**src/rtl/wall_tile_lookup_if.sv**
```systemverilog
`timescale 1ns/1ps
// Raster-in / map-write / raster-out bundle for the wall tile lookup.
// Latency: n/a (wiring only).
// Backpressure: none; the bundle streams one pixel per clock.
interface wall_tile_lookup_if;
  logic [10:0]        hcount;
  logic [9:0]         vcount;
  logic               hsync;
  logic               vsync;
  logic               blank;
  logic signed [11:0] screenx;
  logic signed [12:0] screeny;
  logic               map_we;
  logic [10:0]        map_addr;
  logic               map_data;
  logic               exists;
  logic [10:0]        hcount_out;
  logic [9:0]         vcount_out;
  logic               hsync_out;
  logic               vsync_out;
  logic               blank_out;

  modport master (
    output hcount, vcount, hsync, vsync, blank, screenx, screeny,
    output map_we, map_addr, map_data,
    input  exists, hcount_out, vcount_out, hsync_out, vsync_out, blank_out
  );

  modport slave (
    input  hcount, vcount, hsync, vsync, blank, screenx, screeny,
    input  map_we, map_addr, map_data,
    output exists, hcount_out, vcount_out, hsync_out, vsync_out, blank_out
  );
endinterface

```
**src/rtl/wall_tile_lookup.sv**
```systemverilog
`timescale 1ns/1ps
// Per-pixel climbing-wall "exists" flag from raster position, camera scroll and a 1-bit tile map.
// Latency: 3 clocks from raster inputs to exists and all *_out timing signals.
// Backpressure: none; accepts and emits one pixel every clock, map writes are never stalled.
module wall_tile_lookup #(
  parameter int map_width   = 48,
  parameter int map_height  = 20,
  parameter int tile_log2   = 6,
  parameter int hold_margin = 4
) (
  input  logic               clock_65mhz,
  input  logic               reset,
  wall_tile_lookup_if.slave  bus
);

  localparam int MAP_SIZE = map_width * map_height;
  localparam int AW       = $clog2(MAP_SIZE);
  localparam int TILE     = 1 << tile_log2;
  localparam int RW       = 14 - tile_log2;

  localparam logic [13:0]          MAP_W_PX = 14'(map_width << tile_log2);
  localparam logic [13:0]          MAP_H_PX = 14'(map_height << tile_log2);
  localparam logic [10:0]          MAP_LAST = 11'(MAP_SIZE);
  localparam logic [tile_log2-1:0] HOLD_LO  = tile_log2'(hold_margin);
  localparam logic [tile_log2-1:0] HOLD_HI  = tile_log2'(TILE - hold_margin);

  typedef struct packed {
    logic [10:0] hcount;
    logic [9:0]  vcount;
    logic        hsync;
    logic        vsync;
    logic        blank;
  } raster_t;

  localparam raster_t RASTER_RST = '{hcount: 11'd0, vcount: 10'd0,
                                     hsync: 1'b0, vsync: 1'b0, blank: 1'b1};

  // Camera scroll, frozen for the whole visible frame.
  logic signed [11:0] sx;
  logic signed [12:0] sy;

  // World coordinates in 14-bit two's complement; the sign bit marks "below/left of the map".
  logic [13:0]          wx_c;
  logic [13:0]          wy_c;
  logic                 inmap_c;
  logic [RW-1:0]        col_c;
  logic [RW-1:0]        row_c;
  logic [AW-1:0]        addr_c;

  raster_t              rast_in;
  raster_t              rast1, rast2, rast3;
  logic [AW-1:0]        addr1;
  logic                 inmap1, inmap2;
  logic [tile_log2-1:0] lx1, ly1, lx2, ly2;
  logic                 ramq;
  logic                 exists_q;

  logic                 mem [0:MAP_SIZE-1];

  // Take the new camera position only on the first vertical-blank line so a frame never tears.
  always_ff @(posedge clock_65mhz) begin
    if (reset) begin
      sx <= '0;
      sy <= '0;
    end else if (bus.hcount == 11'd0 && bus.vcount == 10'd768) begin
      sx <= bus.screenx;
      sy <= bus.screeny;
    end
  end

  // Screen-to-world mapping; y flips so that world y grows upward from the ground line.
  always_comb begin
    wx_c    = {3'b000, bus.hcount} + {{2{sx[11]}}, sx};
    wy_c    = 14'd768 - {4'b0000, bus.vcount} - {sy[12], sy};
    inmap_c = !wx_c[13] && !wy_c[13] && (wx_c < MAP_W_PX) && (wy_c < MAP_H_PX);
    col_c   = wx_c[13:tile_log2];
    row_c   = wy_c[13:tile_log2];
    addr_c  = '0;
    if (inmap_c) begin
      addr_c = AW'(row_c) * AW'(map_width) + AW'(col_c);
    end
    rast_in = '{hcount: bus.hcount, vcount: bus.vcount,
                hsync: bus.hsync, vsync: bus.vsync, blank: bus.blank};
  end

  // Stage 1: register tile address and in-tile offsets.
  always_ff @(posedge clock_65mhz) begin
    if (reset) begin
      addr1  <= '0;
      inmap1 <= 1'b0;
      lx1    <= '0;
      ly1    <= '0;
      rast1  <= RASTER_RST;
    end else begin
      addr1  <= addr_c;
      inmap1 <= inmap_c;
      lx1    <= wx_c[tile_log2-1:0];
      ly1    <= wy_c[tile_log2-1:0];
      rast1  <= rast_in;
    end
  end

  // Map write port; out-of-range tile indices are dropped. Contents survive reset.
  always_ff @(posedge clock_65mhz) begin
    if (bus.map_we && bus.map_addr < MAP_LAST) begin
      mem[bus.map_addr[AW-1:0]] <= bus.map_data;
    end
  end

  // Stage 2: read-first map lookup with the tile offsets carried alongside.
  always_ff @(posedge clock_65mhz) begin
    if (reset) begin
      ramq   <= 1'b0;
      inmap2 <= 1'b0;
      lx2    <= '0;
      ly2    <= '0;
      rast2  <= RASTER_RST;
    end else begin
      ramq   <= mem[addr1];
      inmap2 <= inmap1;
      lx2    <= lx1;
      ly2    <= ly1;
      rast2  <= rast1;
    end
  end

  // Stage 3: solid tile minus its empty border, suppressed during blanking.
  always_ff @(posedge clock_65mhz) begin
    if (reset) begin
      exists_q <= 1'b0;
      rast3    <= RASTER_RST;
    end else begin
      exists_q <= ramq && inmap2 &&
                  (lx2 >= HOLD_LO) && (lx2 < HOLD_HI) &&
                  (ly2 >= HOLD_LO) && (ly2 < HOLD_HI) &&
                  !rast2.blank;
      rast3    <= rast2;
    end
  end

  assign bus.exists     = exists_q;
  assign bus.hcount_out = rast3.hcount;
  assign bus.vcount_out = rast3.vcount;
  assign bus.hsync_out  = rast3.hsync;
  assign bus.vsync_out  = rast3.vsync;
  assign bus.blank_out  = rast3.blank;

endmodule

```
**src/flat_wrapper.sv**
```systemverilog
// flat-port wrapper written by rule: the top's interface ports become plain ports
module wall_tile_lookup_flat 
#(
  parameter int map_width   = 48,
  parameter int map_height  = 20,
  parameter int tile_log2   = 6,
  parameter int hold_margin = 4
)
  (clock_65mhz, reset, bus_hcount, bus_vcount, bus_hsync, bus_vsync, bus_blank, bus_screenx, bus_screeny, bus_map_we, bus_map_addr, bus_map_data, bus_exists, bus_hcount_out, bus_vcount_out, bus_hsync_out, bus_vsync_out, bus_blank_out);
  wall_tile_lookup_if bus_i ();
  input  logic clock_65mhz;
  input  logic reset;
  input wire logic [$bits(bus_i.hcount)-1:0] bus_hcount;
  input wire logic [$bits(bus_i.vcount)-1:0] bus_vcount;
  input wire logic [$bits(bus_i.hsync)-1:0] bus_hsync;
  input wire logic [$bits(bus_i.vsync)-1:0] bus_vsync;
  input wire logic [$bits(bus_i.blank)-1:0] bus_blank;
  input wire logic [$bits(bus_i.screenx)-1:0] bus_screenx;
  input wire logic [$bits(bus_i.screeny)-1:0] bus_screeny;
  input wire logic [$bits(bus_i.map_we)-1:0] bus_map_we;
  input wire logic [$bits(bus_i.map_addr)-1:0] bus_map_addr;
  input wire logic [$bits(bus_i.map_data)-1:0] bus_map_data;
  output wire logic [$bits(bus_i.exists)-1:0] bus_exists;
  output wire logic [$bits(bus_i.hcount_out)-1:0] bus_hcount_out;
  output wire logic [$bits(bus_i.vcount_out)-1:0] bus_vcount_out;
  output wire logic [$bits(bus_i.hsync_out)-1:0] bus_hsync_out;
  output wire logic [$bits(bus_i.vsync_out)-1:0] bus_vsync_out;
  output wire logic [$bits(bus_i.blank_out)-1:0] bus_blank_out;
  assign bus_i.hcount = bus_hcount;
  assign bus_i.vcount = bus_vcount;
  assign bus_i.hsync = bus_hsync;
  assign bus_i.vsync = bus_vsync;
  assign bus_i.blank = bus_blank;
  assign bus_i.screenx = bus_screenx;
  assign bus_i.screeny = bus_screeny;
  assign bus_i.map_we = bus_map_we;
  assign bus_i.map_addr = bus_map_addr;
  assign bus_i.map_data = bus_map_data;
  assign bus_exists = bus_i.exists;
  assign bus_hcount_out = bus_i.hcount_out;
  assign bus_vcount_out = bus_i.vcount_out;
  assign bus_hsync_out = bus_i.hsync_out;
  assign bus_vsync_out = bus_i.vsync_out;
  assign bus_blank_out = bus_i.blank_out;
  wall_tile_lookup #(.map_width(map_width), .map_height(map_height), .tile_log2(tile_log2), .hold_margin(hold_margin)) u_core (.clock_65mhz(clock_65mhz), .reset(reset), .bus(bus_i));
endmodule
```
**config.mk**
```make
export PLATFORM = sky130hd
export DESIGN_NAME = wall_tile_lookup_flat
export DESIGN_NICKNAME = d
export VERILOG_FILES = /design/src/rtl/wall_tile_lookup_if.sv /design/src/rtl/wall_tile_lookup.sv /design/src/flat_wrapper.sv
export SDC_FILE = /design/constraint.sdc
export NUM_CORES = 2
export LEC_CHECK = 0
export CORE_ASPECT_RATIO = 0.6
export CORE_MARGIN = 5
export CORE_UTILIZATION = 40
export CTS_BUF_LIST = sky130_fd_sc_hd__clkbuf_4
export DETAILED_ROUTE_END_ITERATION = 10
export SYNTH_ARGS = -nofsm -noshare
export SYNTH_HDL_FRONTEND = slang
export SYNTH_SLANG_ARGS = --single-unit
```
**constraint.sdc**
```tcl
create_clock -name clock_65mhz -period 9.9 [get_ports clock_65mhz]
set_input_delay 1.98 -clock clock_65mhz [delete_from_list [all_inputs] [get_ports clock_65mhz]]
set_output_delay 1.98 -clock clock_65mhz [all_outputs]
set_load 0.005 [all_outputs]
```
==> flow_metrics.tcl <==
set metrics [dict create \
    outcome "completed" \
    layout_commonest_cell "nor2_1" \
    syn_inst 3348 \
    whs_ns 0.4187 \
    layout_min_cycle_time_ns 5.047 \
    max_stage_delay_ns 0.47 \
    seq_area_frac_synth_pct 67.31 \
    multi_input_area_mm2 0.01395 \
    power_density_mw_per_mm2 178.7 \
    totalWireLength_mm 128.3 \
    nNetsFinal 3549 \
    grt_use_met1_pct 31.64 \
    dp.final_hpwl_mm 69.46 \
    yosysTopAreaCellShare_pct 61.86 \
    die_area_mm2 0.1237 \
    area_growth_pct 11.56 \
    synth_area_leaders "edfxtp_1, mux4_2, nor2_1, dfxtp_1, clkbuf_1" \
    slowest_stage "clkdlybuf4s50_1" \
    drt-initial-drc-count 3768 \
    dieHeight_um 274.4 \
    top_level_ports 89 \
    grt_pass1_wl_mm 187.3 \
    io_buffers 88 \
    finalCritPeriodShare_pct 50.98 \
    synth.avg_cell_area_um2 13.92 \
    cts_setup_buffers 0 \
    finClkSkew_ns 0.05576 \
    setup_viol_count_final 0 \
    first_pass_iters 5 \
    grt_max_degree 274 \
    cp_data_required_time_ns 10.88 \
    grt.total_usage_pct 20.49 \
    fillers 10570 \
    slew_viol_final 0 \
    grt_util_met3_pct 4.681 \
    ff_latch_area_mm2 0.03138 \
    tns_ns 0 \
    drc 0 \
    maxCapViolCount 0 \
    gp_congestion 0.7834 \
    clk_latency_ns 1.15 \
    critPathKind "in -> reg" \
    fmax_ghz 0.1982 \
    cts_max_path_buffers 3 \
    synth.largest_area_cell "edfxtp_1" \
    power.leakage_nw 15.55 \
    hold_viol_final 0 \
    vdd_ir_drop_max_uv 100.8 \
    post_cts_resized 0 \
    min_path_type "reg -> reg" \
    synth_ff_type "edfxtp_1" \
    crit_arrival_ns 6.02 \
    synth_fp_nets 3450 \
    cts_max_level 4 \
    chipWidth_um 450.7 \
    critPathLaunchType "input port" \
    path_clk_slew_ns 0.07 \
    core_area_mm2 0.1161 \
    globalRoute.busiestLayer "met1" \
    antenna_found_initial 4 \
    path_buf_inv 2 \
    start_util_pct 40.12 \
    async_flop_share_pct 0 \
    ys_ff_latch 1087 \
    root_buffer "clkbuf_4" \
    grt_overflow 0 \
    synth_area_mm2 0.04660 \
    mostFrequentLayoutCells "nor2_1, edfxtp_1, clkbuf_4, mux4_2, dfxtp_1" \
    cts_tree "yes" \
    wl_per_cell_um 24.76 \
    dr_total_vias 28860 \
    rsz0062_at_grt "no" \
    worstMarginPinSlew_ns 1.270 \
    ant_nets 0 \
    postCtsHoldBufs 0 \
    synth.distinct_cells 73 \
    drive_gt1_share_pct 20.82 \
    rows 97 \
    ys_warn_count 0 \
    viasPerCell 5.567 \
    worst_path_most_repeated_cell "ha_1" \
    critPathMaxFanout 6 \
    synth_edf_count 960 \
    crit_chain "clkdlybuf4s50_1 -> nor4_1 -> nand2_1 -> xor2_1 -> ha_1 -> a21oi_1 -> nand2_1 -> a221oi_2 -> xnor2_2 -> inv_2 -> xnor2_1 -> ha_1 -> ha_1 -> a21o_1 -> a21oi_1 -> o311ai_1 -> nor3b_1" \
    maxSlewHeadroom_pct 15.11 \
    grt_pass1_vias 27880 \
    critPathTopFamily "compound AO/OA/AOI/OAI gates" \
    endpoint_kind "register" \
    cts_buffers 240 \
    cts.sinks 1087 \
    gr-usage-met2_pct 28.80 \
]
[stage by stage]
step	utilization (%)	instance area, µm²	instances	total power (W)	setup slack (ns)
6_report	44.76	51990	5184	0.009290	4.853
4_1_cts	44.75	51980	5179	0.009380	5.062
3_5_place_dp	42.01	48800	4739	0.005777	3.769
5_1_grt	44.76	51990	5184	0.009667	4.650
3_3_place_gp	42.01	48800	4739	0.005776	3.854
2_1_floorplan	-	46600	3348	0.005510	4.649
[area by class of cell]
type / count / share of cell area [%]
clock buffer: 377 / 5.444
inverter: 33 / 0.2383
antenna: 5 / 0.02407
clock inverter: 63 / 0.6691
sequential: 1087 / 60.36
multi-input combinational: 1934 / 26.84
timing repair buffer: 151 / 2.729
tap: 1534 / 3.692
[state kept, by name, indices dropped and copies added (netlist names)]
| name | flops |
|---|---|
| u_core.rast1 | 24 |
| u_core.bus.vsync_out | 1 |
| u_core.ramq | 1 |
| u_core.ly2 | 4 |
| u_core.bus.exists | 1 |
| u_core.mem | 960 |
| u_core.lx2 | 4 |
| u_core.sy | 13 |
| u_core.bus.hsync_out | 1 |
| u_core.addr1 | 10 |
| u_core.inmap2 | 1 |
| u_core.bus.blank_out | 1 |
| u_core.sx | 12 |
| u_core.ly1 | 4 |
| u_core.rast2 | 24 |
| u_core.inmap1 | 1 |
| u_core.lx1 | 4 |
| u_core.bus.hcount_out | 11 |
| u_core.bus.vcount_out | 10 |
[report_power, final]
group	switching (W)	internal (W)
logic	0.000407	0.000251
clock network	0.00181	0.00180
registers	0.0000207	0.00500
[final timing paths]
check	from	end	slack, ns	cells after the start
max	bus_vcount[4]	u_core.addr1[9]$_SDFF_PP0_	4.85	17
min	u_core.rast1[0]$_SDFF_PP1_	u_core.rast2[0]$_SDFF_PP1_	0.42	1
max reg2reg	u_core.addr1[0]$_SDFF_PP0_	u_core.ramq$_SDFF_PP0_	5.13	10
min reg2reg	u_core.rast1[0]$_SDFF_PP1_	u_core.rast2[0]$_SDFF_PP1_	0.42	1
[logic make-up after synthesis]
group           count (synthesis)  synth area share, %
compound gates                201                3.122
xor+xnor                       26               0.5047
fa+ha+maj                      38                1.069
buf+inv                       327                2.959
flops                        1087                67.31
mux                           325                13.12
simple gates                 1344                11.91
[synth_stat cells (15+ instances only)]
library cell / n
a21oi_1: 29
a22oi_1: 33
buf_2: 34
buf_4: 19
clkbuf_1: 230
dfxtp_1: 127
edfxtp_1: 960
ha_1: 35
inv_1: 32
mux2_2: 18
mux2i_1: 80
mux4_2: 227
nand2_1: 103
nand3_1: 22
nor2_1: 1036
nor2b_1: 89
nor3_1: 20
o21ai_0: 28
xnor2_1: 15
[metal layers]
| layer | part of all wire, % | wire (µm) | up-vias |
|---|---|---|---|
| met5 | 0 | 0 | - |
| li1 | - | - | 12500 |
| met1 | 46 | 58500 | 14810 |
| met4 | 2.0 | 2536 | 0 |
| met3 | 10 | 12780 | 188 |
| met2 | 42 | 54530 | 1365 |
(Power assumes the default switching activity.)
==> edit (same settings) <==
`tile_log2` is set to 6 in 2 places; all go to 7.
--- a/src/rtl/wall_tile_lookup.sv
+++ b/src/rtl/wall_tile_lookup.sv
@@ -7,3 +7,3 @@
   parameter int map_height  = 20,
-  parameter int tile_log2   = 6,
+  parameter int tile_log2   = 7,
   parameter int hold_margin = 4
--- a/src/flat_wrapper.sv
+++ b/src/flat_wrapper.sv
@@ -5,3 +5,3 @@
   parameter int map_height  = 20,
-  parameter int tile_log2   = 6,
+  parameter int tile_log2   = 7,
   parameter int hold_margin = 4
Function: changed (a bounded check fails within 4 cycles, from zero or initial values and one cycle with reset high).
==> edit against the original RTL <==
  * Combinational power up 4.7%
  * Clock power down 1%
  * Sequential power up 0.8%
  * Cell area down 0.13%
  * Largest cell class unchanged
  * Core utilization down 0.058 points
  * Register-to-register slack better by 0.51 ns
  * Setup slack worse by 0.23 ns
  * Sequential cell count up 4
  * Global-route usage down 0.39 points
  * Routed wire length down 2.1%
  * Area after synthesis about the same
  * Total power up 0.35%
  * Sequential share of layout area up 0.24 points
==> edit: results (changes against the original RTL) <==
| Metric | Value |
|---|---|
| Fraction of final layout cells sized beyond drive strength 1 | 22.3% (+1.5 points) |
| Fillers | 10.4k (-1.2%) |
| Initial antenna violation count | 6 (+2) |
| Worst Setup SP | bus_vcount[3] |
| Vias per std cell | 5.56 (-0.12%) |
| First-pass GRT wire length | 183,000 um (-2.5%) |
| Placed cell count | 4,607 (-2.8%) |
| Via count of the first global-routing pass | 27.2k (-2.4%) |
| Cts bufs inserted | 239 (-0.42%) |
| Worst hold margin | 0.410 ns (-0.00867 ns) |
| Largest fanout on the critical path | 11 (+5) |
| Number of distinct library cells after synthesis | 59 (-19%) |
| Gr usage total | 20.1% (-0.39 points) |
| Placed wire-length estimate | 69,100 um (-0.57%) |
| Fin Clk Skew | 0.0588 ns (+0.00304 ns) |
| Arrival time of data at the critical path endpoint | 6.31 ns (+0.29 ns) |
| Last weighted congestion value of the routability-driven placer | 0.814 (+3.9%) |
| Proportion of synthesized chip area in sequential cells | 67.5% (+0.22 points) |
| Final-stage net count | 3,414 (-3.8%) |
| Vias after detailed routing | 28.0k (-2.9%) |
| Violation count after the first detailed-routing iteration | 3,927 (+4.2%) |
| Outcome | finished clean |
| Routed wire length | 126,000 um (-2.1%) |
| Synthesized net count | 3,306 (-4.2%) |
| Post-synth top cells | 1,032 x sky130_fd_sc_hd__nor2_1, 960 x sky130_fd_sc_hd__edfxtp_1, 291 x sky130_fd_sc_hd__mux4_2 |
| Top area cells in the synthesized netlist | sky130_fd_sc_hd__edfxtp_1 62%, sky130_fd_sc_hd__mux4_2 14%, sky130_fd_sc_hd__nor2_1 8.3%, sky130_fd_sc_hd__dfxtp_1 5.6%, sky130_fd_sc_hd__clkbuf_1 1.8% |
| P_leak | 15.4 nW (-0.67%) |
| Maximum number of pins on one net before global-route repair | 257 (-6.2%) |
| Post-Syn Area per Cell | 14.5 sq um (+4.4%) |
| Reg2Reg Setup Slack | 5.64 ns (+0.51 ns) |
[edit: cell types whose count changed after synthesis, sizes merged, moves of 8 or more]
cell,change
mux4,+64
buf,-9
mux2i,-36
nand4,-8
mux2,-17
a22oi,-18
a21oi,-14
nand3,-18
o21ai,-14
nand2,-8
a221oi,-12
[edit: through the flow]
step | power, mW | setup slack (ns) | cell area (sq um) | utilization (%)
2_1_floorplan | 5.58 | 4.63 | 46600 | -
3_3_place_gp | 5.84 | 3.66 | 48800 | 42.0
3_5_place_dp | 5.85 | 3.60 | 48800 | 42.0
4_1_cts | 9.41 | 4.88 | 51900 | 44.7
5_1_grt | 9.70 | 4.29 | 51900 | 44.7
6_report | 9.32 | 4.62 | 51900 | 44.7
[edit: final cells by class]
cell class                 instances  area share (%)
antenna                            4          0.0193
clock buffer                     362            5.23
clock inverter                    68           0.778
inverter                          35           0.253
multi-input combinational       1798            26.7
sequential                      1091            60.6
tap                             1534            3.70
timing repair buffer             149            2.73
[edit: how the worst max path moves through the flow]
stage                                 end  slack (ns)
2_1_floorplan  u_core.addr1[9]$_SDFF_PP0_        4.63
3_3_place_gp   u_core.addr1[9]$_SDFF_PP0_        3.66
5_1_grt        u_core.addr1[9]$_SDFF_PP0_        4.29
4_1_cts        u_core.addr1[3]$_SDFF_PP0_        4.88
3_5_place_dp   u_core.addr1[9]$_SDFF_PP0_        3.60
6_report       u_core.addr1[3]$_SDFF_PP0_        4.62
[edit: cells by family after synthesis]
kind of cell	Yosys count	synth area share, %
xor gates and xnor gates	29	0.575
buffers and inverters	317	2.90
AOI/OAI and AO/OA	107	1.61
muxes	336	15.0
adders and majority gates	36	1.02
and+or+nand+nor	1290	11.3
DFF	1091	67.5
[edit: power breakdown]
part | switching, mW | internal [mW]
clock network | 1.78 | 1.79
registers | 0.0398 | 5.02
logic | 0.397 | 0.293
total | 2.22 | 7.10
[edit: worst register-to-register path, stage by stage (launching register included)]
cell	delay (ns)
sky130_fd_sc_hd__dfxtp_4	0.88
sky130_fd_sc_hd__buf_12	0.66
sky130_fd_sc_hd__mux4_2	0.78
sky130_fd_sc_hd__mux4_2	0.51
sky130_fd_sc_hd__a22oi_1	0.61
sky130_fd_sc_hd__a32oi_1	0.20
sky130_fd_sc_hd__a41oi_1	0.35
sky130_fd_sc_hd__a311oi_1	0.13
[edit: routing by layer]
metal | share of wire [%] | global-route usage [%]
met1 | 46 | 31.1
met2 | 42 | 27.6
met3 | 11 | 5.18
met4 | 1.9 | 6.16
met5 | 0 | 0
